--- config.mk ---
export PLATFORM = sky130hd
export DESIGN_NAME = icache_responder
export DESIGN_NICKNAME = d
export VERILOG_FILES = /design/src/rtl/cpu_types_pkg.sv /design/src/rtl/icache_frames.sv /design/src/rtl/icache_responder.sv
export SDC_FILE = /design/constraint.sdc
export NUM_CORES = 1
export LEC_CHECK = 0
export CAP_MARGIN = 20
export CORE_MARGIN = 10
export CORE_UTILIZATION = 65
export DETAILED_ROUTE_END_ITERATION = 16
export DONT_BUFFER_PORTS = 1
export PLACE_DENSITY = 0.81
export SETUP_SLACK_MARGIN = 0.15
export SYNTH_ARGS = -nofsm -noshare
export SYNTH_HDL_FRONTEND = slang
export SYNTH_SLANG_ARGS = --single-unit
--- constraint.sdc ---
create_clock -name CLK -period 18.85 [get_ports CLK]
set_input_delay 1.885 -clock CLK [delete_from_list [all_inputs] [get_ports CLK]]
set_output_delay 1.885 -clock CLK [all_outputs]
set_load 0.01 [all_outputs]
--- src/rtl/cpu_types_pkg.sv ---
// Shared types for the instruction-side cache: word type, address split,
// frame layout and the responder's miss-handling state.
package cpu_types_pkg;

  localparam int CPU_WORD_W   = 32;
  localparam int ICACHE_SETS  = 16;
  localparam int ICACHE_IDX_W = $clog2(ICACHE_SETS);
  localparam int ICACHE_TAG_W = CPU_WORD_W - 2 - ICACHE_IDX_W;

  typedef logic [CPU_WORD_W-1:0] word_t;

  // Fetch address as seen by the default-sized cache.
  typedef struct packed {
    logic [ICACHE_TAG_W-1:0] tag;
    logic [ICACHE_IDX_W-1:0] idx;
    logic [1:0]              bytoff;
  } icachef_t;

  // One direct-mapped, one-word frame.
  typedef struct packed {
    logic                    valid;
    logic [ICACHE_TAG_W-1:0] tag;
    word_t                   data;
  } icache_frame_t;

  // IDLE: serving hits / detecting misses. MISS: read outstanding to memory.
  typedef enum logic {
    IDLE = 1'b0,
    MISS = 1'b1
  } icache_state_t;

endpackage

--- src/rtl/icache_frames.sv ---
// Frame storage for the direct-mapped instruction cache: combinational read
// by index, single synchronous write port, valid bits cleared asynchronously.
module icache_frames #(
  parameter int SETS   = 16,
  parameter int WORD_W = 32,
  localparam int IDX_W = $clog2(SETS),
  localparam int TAG_W = WORD_W - 2 - IDX_W
) (
  input  logic              CLK,
  input  logic              RST,
  input  logic [IDX_W-1:0]  ridx,
  output logic              rvalid,
  output logic [TAG_W-1:0]  rtag,
  output logic [WORD_W-1:0] rdata,
  input  logic              wen,
  input  logic [IDX_W-1:0]  widx,
  input  logic [TAG_W-1:0]  wtag,
  input  logic [WORD_W-1:0] wdata
);

  logic [SETS-1:0]   valid;
  logic [TAG_W-1:0]  tags  [SETS];
  logic [WORD_W-1:0] datas [SETS];

  // Valid bits: the only state that must be known after reset.
  always_ff @(posedge CLK or posedge RST) begin
    if (RST) begin
      valid <= '0;
    end else if (wen) begin
      valid[widx] <= 1'b1;
    end
  end

  // Tag and data payload; meaningless until the matching valid bit is set.
  always_ff @(posedge CLK) begin
    if (wen) begin
      tags[widx]  <= wtag;
      datas[widx] <= wdata;
    end
  end

  // Asynchronous read so a hit is answered in the request cycle.
  always_comb begin
    rvalid = valid[ridx];
    rtag   = tags[ridx];
    rdata  = datas[ridx];
  end

endmodule

--- src/rtl/icache_responder.sv ---
// Instruction-side responder: answers fetches from a direct-mapped one-word
// cache and, on a miss, reads the word from the memory controller and fills.
//
// Handshake to memory: iREN is held while a miss is outstanding; the word on
// iload is taken in the cycle iREN=1 and iwait=0, and that cycle consumes it.
// The pipeline sees ihit=1 for exactly the cycles its request is served.
module icache_responder
  import cpu_types_pkg::*;
#(
  parameter int SETS   = ICACHE_SETS,
  parameter int WORD_W = CPU_WORD_W
) (
  input  logic              CLK,
  input  logic              RST,
  input  logic              imemREN,
  input  logic [WORD_W-1:0] imemaddr,
  output logic              ihit,
  output logic [WORD_W-1:0] imemload,
  output logic              iREN,
  output logic [WORD_W-1:0] iaddr,
  input  logic              iwait,
  input  logic [WORD_W-1:0] iload,
  output logic [WORD_W-1:0] miss_cnt,
  output icache_state_t     dbg_state
);

  localparam int IDX_W = $clog2(SETS);
  localparam int TAG_W = WORD_W - 2 - IDX_W;

  icache_state_t     state, state_nxt;
  logic [IDX_W-1:0]  idx;
  logic [TAG_W-1:0]  tag;
  logic              fr_valid;
  logic [TAG_W-1:0]  fr_tag;
  logic [WORD_W-1:0] fr_data;
  logic              hit;
  logic              fill;

  assign idx = imemaddr[IDX_W+1:2];
  assign tag = imemaddr[WORD_W-1:IDX_W+2];

  icache_frames #(
    .SETS   (SETS),
    .WORD_W (WORD_W)
  ) u_frames (
    .CLK    (CLK),
    .RST    (RST),
    .ridx   (idx),
    .rvalid (fr_valid),
    .rtag   (fr_tag),
    .rdata  (fr_data),
    .wen    (fill),
    .widx   (idx),
    .wtag   (tag),
    .wdata  (iload)
  );

  // Hit path, memory request and fill strobe; the fill uses the address live
  // in the accept cycle, so a redirected fetch can never store a stale tag.
  always_comb begin
    hit       = imemREN & fr_valid & (fr_tag == tag);
    ihit      = hit;
    imemload  = hit ? fr_data : '0;
    iaddr     = imemaddr;
    iREN      = (state == MISS) & imemREN & ~hit;
    fill      = iREN & ~iwait;
    dbg_state = state;
  end

  // Next state: enter MISS on an unserved request; leave on redirect/halt,
  // on a hit to a redirected address, or when memory delivers.
  always_comb begin
    state_nxt = state;
    case (state)
      IDLE:    if (imemREN && !hit) state_nxt = MISS;
      MISS:    if (!imemREN || hit || fill) state_nxt = IDLE;
      default: state_nxt = IDLE;
    endcase
  end

  // State register; reset drops an outstanding iREN immediately.
  always_ff @(posedge CLK or posedge RST) begin
    if (RST) state <= IDLE;
    else     state <= state_nxt;
  end

  // Saturating count of completed fills.
  always_ff @(posedge CLK or posedge RST) begin
    if (RST) begin
      miss_cnt <= '0;
    end else if (fill && (miss_cnt != '1)) begin
      miss_cnt <= miss_cnt + WORD_W'(1);
    end
  end

endmodule

# [Word-level counts from Yosys, hierarchy flattened]
# Memory sizes are Yosys's and may differ from the RTL's.
# Cells that the tools add are included.
[totals] register_bits=49 ram_bits=928 inputBits=68 output_inout_bits=99 wordCells=36 mem_count=2
[classes] n_addsub=1 magnitude_cmp=2 eq_ne=2 mux=10 bitwise=9 n_reduce_logical=7
[memory_table] memory="u_frames.datas" words=16 word_bits=32 read_ports=1 rd_clocked_by_memory_dff=0 wr=1 line="icache_frames.sv:23" text="logic [WORD_W-1:0] datas [SETS];"
[memory_table] memory="u_frames.tags" words=16 word_bits=26 read_ports=1 rd_clocked_by_memory_dff=0 wr=1 line="icache_frames.sv:22" text="logic [TAG_W-1:0] tags [SETS];"
[op_table] cell="32-bit by 1-bit adder with 32-bit output, second input constant" n=1
[op_table] cell="32-bit 2-to-1 mux" n=1
[op_table] cell="32-bit inequality test, second input constant" n=1
[op_table] cell="26-bit equality test" n=1
[op_table] cell="16-bit bitwise OR" n=1
[op_table] cell="1-bit 2-to-1 mux" n=6
[op_table] cell="1-bit AND" n=5
[op_table] cell="4-bit by 5-bit < comparator with 1-bit output, second input constant" n=1
[op_table] cell="1-bit binary-select mux with 4-bit select" n=1
[op_table] cell="1-bit demux with 4-bit select" n=1
[op_table] cell="4-bit by 1-bit greater-or-equal comparator with 1-bit output, second input constant" n=1
[op_table] cell="1-bit logical AND" n=3
[op_table] cell="1-bit NOT" n=3
[op_table] cell="1-bit zero test" n=2
[op_table] cell="1-bit logical OR" n=2
[op_table] cell="1-bit case mux with 2 select lines" n=1

# [Depth between registers and ports, before layout]
# Gate-level depths: netlist of run 1.
[depth] depth_word=10 mapped_depth=17 depth_no_buf=9

# [By module]
# From an unflattened synthesis of run 1, not the netlist that was laid out.
[hier_totals] hier_cells=1771 area_unflattened_um2=37833.8
[modules_own_cells] module="icache_frames" instances=1 cells_per_inst=1480 area_per_inst_um2=35300.1 seq_area_each_um2=28267.1
[modules_own_cells] module="icache_responder" instances=1 cells_per_inst=291 area_per_inst_um2=2533.7 seq_area_each_um2=825.8

# [Least setup slack after synthesis of run 1]
# No wires, ideal clock.
[synth_path] kind="input-to-reg" startpoint="in imemaddr[4]" endpoint="mem u_frames.datas[10][0] (enable)" setup_time_ps=545 arrival_ps=8401 setup_slack_ps=9904 cell_stages=14 path_cell_list="buf_2 buf_2 buf_2 buf_1 clkbuf_1 mux4_2 xnor2_1 nand4_1 or4_1 buf_2 buf_2 nand2_1 buf_2 nor3_1"
[synth_between] elab_chain_len=9
[synth_rtl] element="start: declaration" line="icache_responder.sv:16" text="input logic [WORD_W-1:0] imemaddr,"
[synth_rtl] element="parallel branches: the longest is 9 deep, another holds memory read 16 x 26 bit"
[synth_rtl] element="end: declaration" line="icache_frames.sv:23"
# Several ways; the timed one is not identified. The select of a mux whose other input is x is not followed.

# [Final worst setup path of run 1]
[layout_path] startpoint="in imemaddr[3]" endpoint="out imemload[26]"
[layout_between] elab_chain_len=5
[layout_rtl] element="parallel branches: the longest is 4 deep, another holds memory read 16 x 26 bit"
[layout_rtl] element="32-bit 2-to-1 mux *" line="icache_responder.sv:63" text="imemload = hit ? fr_data : '0;"
[layout_rtl] element="end: declaration" line="icache_responder.sv:18" text="output logic [WORD_W-1:0] imemload,"
# Mark *: on every way between the ends. The select of a mux whose other input is x is not followed.

==> run summary, run 1 <==
Fin worst setup slack: 10.33 ns
Status: finished clean
Met2 usage: 41.5%
Critical-path top delay cell: or4_2
Dpl cells: 2,427
Slew Limit Headroom: 28.5%
Final HPWL DP: 41,800 um
Multi-input combinational cell area: 8550 um2
Storage cell area: 29,100 um2
Synth area leaders: edfxtp_1 (73%), mux4_2 (15%), dfrtp_1 (3.2%)
Wire length per cell: 33.6 um
Post-synthesis area per instance: 21.9 um2
Yosys reg bits: 977
Vias/cell: 7.02
Syn-to-layout area delta: 8.98%
CP Max Fanout: 203
Final number of max-transition violations: 0
Final Non-Filler Cells: 2,597
Clock skew: 0.0343 ns
Fill cell count: 3,101
Starting Density: 66.0%
Worst min-delay path class: register to register
DRT Pass-1 Iters: 7
Vias in the first global route: 19,008
CP Cell Sequence: nor2_1, a22oi_1, a32o_1, a2111oi_0, a41oi_1, or4_1, or4_2, buf_4, nor2b_1
Clk Latency, worst-skew pair: 0.65 ns
Number of max-cap violations: 0
Hold path endpoint: u_frames.valid[3]
Unrepaired setup endpoints after global routing: false
Worst Path Buf+Inv: 1
Final period util: 45.2%
Final hold vios: 0
CTS clk-pin slew, worst paths: 0.06 ns
CTS tree: yes
Delay-heaviest family, CP: simple AND/OR/NAND/NOR gates
Remaining global-route overflow: 0
Worst IR Drop VDD: 97.5 uV
PwrDens: 103 nW/um2
Die height: 263 um
R2R depth: 11
Final setup viols: 0
Register area share after synthesis: 76.0%
Share of layout cells above drive strength 1: 24.4%
Crit path kind: primary input to primary output
Synth warnings: 0
PostCTS Resize Cnt: 0
Routed WL: 87,300 um
Clock root cell: clkbuf_16
Synthesized cell area: 38,300 um2
Max frequency: 117 MHz
R2R Setup Slk: 13.47 ns
Global placer's final weighted congestion: 0.800
Initial antenna violation count: 3
Io pins: 167
Critical Path AT: 6.63 ns
Hold_sp: u_frames.valid[3]
Initial drt markers: 2,436
Number of port buffers: 0
Pleak: 13.2 nW
Crit path time final: 8.52 ns
H-tree levels: 3
Library cells used by synthesis: 57
Number of synthesized flops with an enable pin: 928
First-pass GRT wire length: 130,000 um
Fin Setup TNS: 0 ns
Sink Count: 977
Die X: 263 um
Nets: 1,827
Post-Synthesis Cells: 1,749
Worst stage delay on the critical path: 0.95 ns
Bufs on Longest Clock Path: 3
Reg2Reg Capture Point: u_frames.datas[2][16]
Cts hold-fix bufs: 0
Inserted Clock Buffers: 93
Yosys top cell area share: 72.8%
Syn nets: 1,818
Final instance area: 41,700 um2
CP Capture Type: primary output
Post-CTS setup repair buffer count: 0
Rows: 88
DRC: 0
Synth Flop Type: edfxtp_1
Area leader, netlist: edfxtp_1
ANT cells: 0
Die area: 69,000 um2
Met1 GRT Util: 33.2%
GR Util met3: 5.42%
Core area: 58,000 um2
Pin slew with the least headroom to its limit: 1.07 ns
RR Startpoint: u_frames.tags[5][25]
Worst path depth: 9
ANT nets after route: 0
DP Worst Slack: 11.23 ns
Hold Crit Depth: 1
Worst EP required: 16.96 ns
Via count: 18,219
Busiest grt layer: met2
Critical Path Source Type: primary input
Synth async-reset ratio: 5.02%
Placement Cell Area: 38,900 um2
Largest net degree at the start of global routing: 255
Global-route total usage across every layer: 25.2%
Tot Pwr: 0.00432 W
[cell usage after synthesis (7+ instances only)]
master and number:
mux2_2 19, nand3_1 22, inv_1 10, nor2_1 18
a22oi_1 13, a211oi_1 7, nor3_1 21, xnor2_1 46
dfrtp_1 49, buf_4 37, xor2_1 9, nand4_1 13
buf_6 7, mux4_2 248, edfxtp_1 928, mux2i_1 58
a31o_2 9, nor2b_1 43, clkbuf_1 32, o22ai_1 7
nand2_1 28, and3_1 17, buf_2 16, buf_1 22
[where the power goes]
group	leakage (nW)	switching, W	internal (W)
logic	2.86	0.0000548	0.0000846
clock network	1.38	0.000777	0.000992
registers	9.00	0.0000136	0.00239
total	13.2	0.000845	0.00347
[cells in the final DEF, fill, tap and decap left out, types with 7 or more instances in the layout]
master / netlist / layout
a211oi_1: 7 / 7
a22oi_1: 13 / 13
a31o_2: 9 / 9
and3_1: 17 / 13
buf_4: 37 / 30
clkbuf_1: 32 / 25
clkbuf_16: 0 / 95
clkinv_1: 0 / 25
clkinv_2: 0 / 12
dfrtp_1: 49 / 49
edfxtp_1: 928 / 928
inv_1: 10 / 9
mux2_2: 19 / 19
mux2i_1: 58 / 58
mux4_2: 248 / 248
nand2_1: 28 / 28
nand3_1: 22 / 22
nand4_1: 13 / 13
nor2_1: 18 / 18
nor2b_1: 43 / 43
nor3_1: 21 / 10
nor3_2: 0 / 11
o22ai_1: 7 / 7
xnor2_1: 46 / 46
xor2_1: 9 / 9
[through the flow]
stage               util (%)  hold WS, ns
floorplan                  -        0.433
global placement        67.0        0.442
detailed placement      67.0        0.455
CTS                     71.9        0.469
global route            71.9        0.483
finish                  71.9        0.470
[worst max path at each step]
| stage | from | to | slack, ns |
|---|---|---|---|
| after floorplan | imemaddr[4] | u_frames.datas[10][0] | 9.90 |
| after global placement | imemaddr[2] | imemload[31] | 11.24 |
| after detailed placement | imemaddr[2] | imemload[26] | 11.23 |
| after CTS | imemaddr[3] | imemload[26] | 11.10 |
| after global routing | imemaddr[3] | imemload[26] | 10.50 |
| final | imemaddr[3] | imemload[26] | 10.33 |
[cells by family after synthesis]
logic type	count (synthesis)	share of synthesized area, %
AO/OA/AOI/OAI	76	1.52
adder cells (fa/ha/maj)	1	0.0327
flip-flops	977	76.0
multiplexers	325	16.7
AND/OR/NAND/NOR	187	2.66
XOR/XNOR	55	1.26
buffers and inverters	128	1.91
[registers in the layout, indices dropped and copies added, names as in the netlist]
signal,count
dbg_state,1
u_frames.datas,512
miss_cnt,32
u_frames.tags,416
u_frames.valid,16
[worst register-to-register path, delay by kind of cell, from the launching register on]
family / cells / cell delay [ns]
flip-flops: 1 / 0.38
buffers and inverters: 2 / 0.92
AND/OR/NAND/NOR: 4 / 2.24
XOR/XNOR: 1 / 0.13
AO/OA/AOI/OAI: 2 / 0.60
multiplexers: 2 / 0.71
[per-layer routing]
metal  vias up  wire (um)
met5         -         19
met4         2       2630
met3       181       8140
met2      1100      44600
met1      9662      31900
li1       7274          -
[final cells by class]
cell class	instances	area share [%]
clock buffer	120	5.92
clock inverter	49	0.902
inverter	11	0.0989
sequential	977	69.7
timing repair buffer	31	0.588
multi-input combinational	644	20.5
tap	765	2.29
Power figures use the tool's default switching activity.
==> run 2: changes to the inputs <==
Settings changed: CORE_UTILIZATION 65 to 63, PLACE_DENSITY 0.81 to 0.79.
Clock period 18.85 ns to 8 ns, I/O delays scaled along.
==> run 2 against run 1 <==
Effect of this change:
- worst hold slack worse by 0.23 ns
- cell area is 0.53% higher
- power is 140% higher
- critical endpoint is now imemload[31]
- highest routed layer unchanged
==> run summary, run 2 (synthesis gave the netlist of run 1 again) <==
Status: finished clean
Dpl cells: 2,440 (+0.54%)
Die X: 267 um (+1.5%)
Worst path depth: 9 (unchanged)
Io pins: 167 (unchanged)
Psw: 0.00204 W (+140%)
Routed WL: 85,900 um (-1.5%)
Fill cell count: 3,276 (+5.6%)
Most frequent cells in the layout: edfxtp_1 (928), mux4_2 (248), clkbuf_16 (99), mux2i_1 (58), dfrtp_1 (49)
Clock root cell: clkbuf_16
Bufs on Longest Clock Path: 3 (unchanged)
Regs by FF count: u_frames.datas (512), u_frames.tags (416), miss_cnt (32)
Initial drt markers: 2,462 (+1.1%)
Top reg by flops: u_frames.datas
Slew Limit Headroom: 28.9% (+0.37 points)
Multi-input combinational cell area: 8550 um2 (unchanged)
ANT nets after route: 0 (unchanged)
CP Max Fanout: 203 (unchanged)
Syn-to-layout area delta: 9.56%
Worst min-delay path class: primary input to register
Die height: 267 um (+1.5%)
Clock power frac: 41.7% (+0.7 points)
Worst EP required: 7.20 ns (-9.76 ns)
DRT Pass-1 Iters: 8 (+1)
Inserted Clock Buffers: 94 (+1.1%)
Clock skew: 0.0291 ns (-0.00515 ns)
Max frequency: 184 MHz
Leading cell type in the layout, fill and taps excluded: edfxtp_1
Final Non-Filler Cells: 2,622 (+0.96%)
Number of max-cap violations: 0 (unchanged)
CTS tree: yes
Final setup viols: 0 (unchanged)
Nets: 1,828 (+0.055%)
Critical Path AT: 4.65 ns (-1.98 ns)
PwrDens: 246 nW/um2 (+140%)
Clk Latency, worst-skew pair: 0.65 ns (about the same)
Die area: 71,100 um2 (+2.9%)
Vias/cell: 6.99 (-0.30%)
Critical-path top delay cell: or4_1
ANT cells: 0 (unchanged)
First-pass GRT wire length: 128,000 um (-0.88%)
CP Capture Type: primary output
Delay-heaviest family, CP: simple AND/OR/NAND/NOR gates
Rows: 90 (+2.3%)
Critical Path Source Type: primary input
Hold Crit Depth: 0 (-1)
Largest net degree at the start of global routing: 255 (unchanged)
CP Cell Sequence: nand2_1, a2bb2oi_1, a32o_1, a2111oi_0, a41oi_1, or4_1, or4_2, buf_4, nor2b_1
Largest register FFs: 512 (unchanged)
Final number of max-transition violations: 0 (unchanged)
CTS clk-pin slew, worst paths: 0.06 ns (about the same)
Storage cell area: 29,100 um2 (unchanged)
Comb pwr share: 3.3% (about the same)
Crit path time final: 5.45 ns
DRC: 0 (unchanged)
Fin Setup TNS: 0 ns (unchanged)
Worst Path Buf+Inv: 1 (unchanged)
Core area: 60,200 um2 (+3.8%)
Switching share of power: 19.8% (+0.21 points)
Crit path kind: primary input to primary output
Number of port buffers: 0 (unchanged)
Final hold vios: 0 (unchanged)
Pin slew with the least headroom to its limit: 1.06 ns (-0.0114 ns)
PostCTS Resize Cnt: 0 (unchanged)
Remaining global-route overflow: 0 (unchanged)
Worst stage delay on the critical path: 0.62 ns (-0.33 ns)
Int Pwr: 0.00827 W (+140%)
Global placer's final weighted congestion: 0.846 (+5.8%)
Wire length per cell: 32.8 um (-2.4%)
H-tree levels: 3 (unchanged)
Initial antenna violation count: 2 (-1)
Starting Density: 63.6% (-2.4 points)
Share of layout cells above drive strength 1: 24.9% (+0.55 points)
Worst IR Drop VDD: 234 uV (+140%)
Unrepaired setup endpoints after global routing: false
Sequential Power Share: 55.0% (-0.8 points)
Pleak: 13.3 nW (+0.58%)
Final period util: 68.1%
R2R depth: 11 (unchanged)
Final HPWL DP: 41,700 um (-0.26%)
Via count: 18,340 (+0.66%)
Final hold slack: 0.242 ns (-0.228 ns)
Sink Count: 977 (unchanged)
Vias in the first global route: 18,832 (-0.93%)
Tot Pwr: 0.0103 W (+140%)
Global-route total usage across every layer: 24.8% (-0.46 points)
run 2: final cells by class:
class | instances | area share (%)
sequential | 977 | 69.3
multi-input combinational | 644 | 20.4
clock buffer | 122 | 6.11
tap | 782 | 2.33
clock inverter | 55 | 0.993
timing repair buffer | 31 | 0.746
inverter | 11 | 0.0984
run 2: what timing repair did:
| item | in CTS | in global routing |
|---|---|---|
| endpoints found under the hold margin | 0 | 5 |
| hold buffers | 0 | 1 |
| buffers inserted | 0 | 0 |
run 2: final timing paths:
check                                         to                  from  slack (ns)
min                        u_frames.datas[8][13]             iload[13]        0.24
max reg2reg                u_frames.datas[3][22]  u_frames.tags[5][25]        3.02
max in group asynchronous     u_frames.valid[14]                   RST        7.01
max                                 imemload[31]           imemaddr[3]        2.55
min in group asynchronous           miss_cnt[31]                   RST        0.50
min reg2reg                    u_frames.valid[7]     u_frames.valid[7]        0.47
run 2: stage by stage:
stage	instance area (um2)	worst slack, ns	utilization [%]
3_3_place_gp	38900	2.65	64.5
5_1_grt	42000	2.40	69.6
3_5_place_dp	38900	2.57	64.5
4_1_cts	41900	2.72	69.5
2_1_floorplan	38300	0.139	-
6_report	42000	2.55	69.6
run 2: power by group through the flow:
stage,combinational [W],clock (W),sequential (W)
after floorplan,0.000339,0,0.00577
after global placement,0.000316,0,0.00578
after detailed placement,0.000322,0,0.00578
after CTS,0.000331,0.00435,0.00567
after global routing,0.000353,0.00454,0.00567
final,0.000336,0.00430,0.00567
run 2: worst reg2reg max path, stage by stage (launching register included):
cell,delay [ns]
edfxtp_1,0.39
mux4_2,0.48
mux2i_1,0.23
xnor2_1,0.11
a2111oi_0,0.53
a41oi_1,0.07
or4_1,0.62
or4_2,0.59
buf_4,0.43
and2_4,0.39
and3_4,0.32
buf_4,0.41
run 2: layer usage:
metal,up-vias,global-route usage (%),routed length [um]
met3,171,5.34,8340
li1,7273,-,-
met1,9776,33.4,32000
met4,2,8.14,2190
met5,-,0,20
met2,1118,40.4,43400
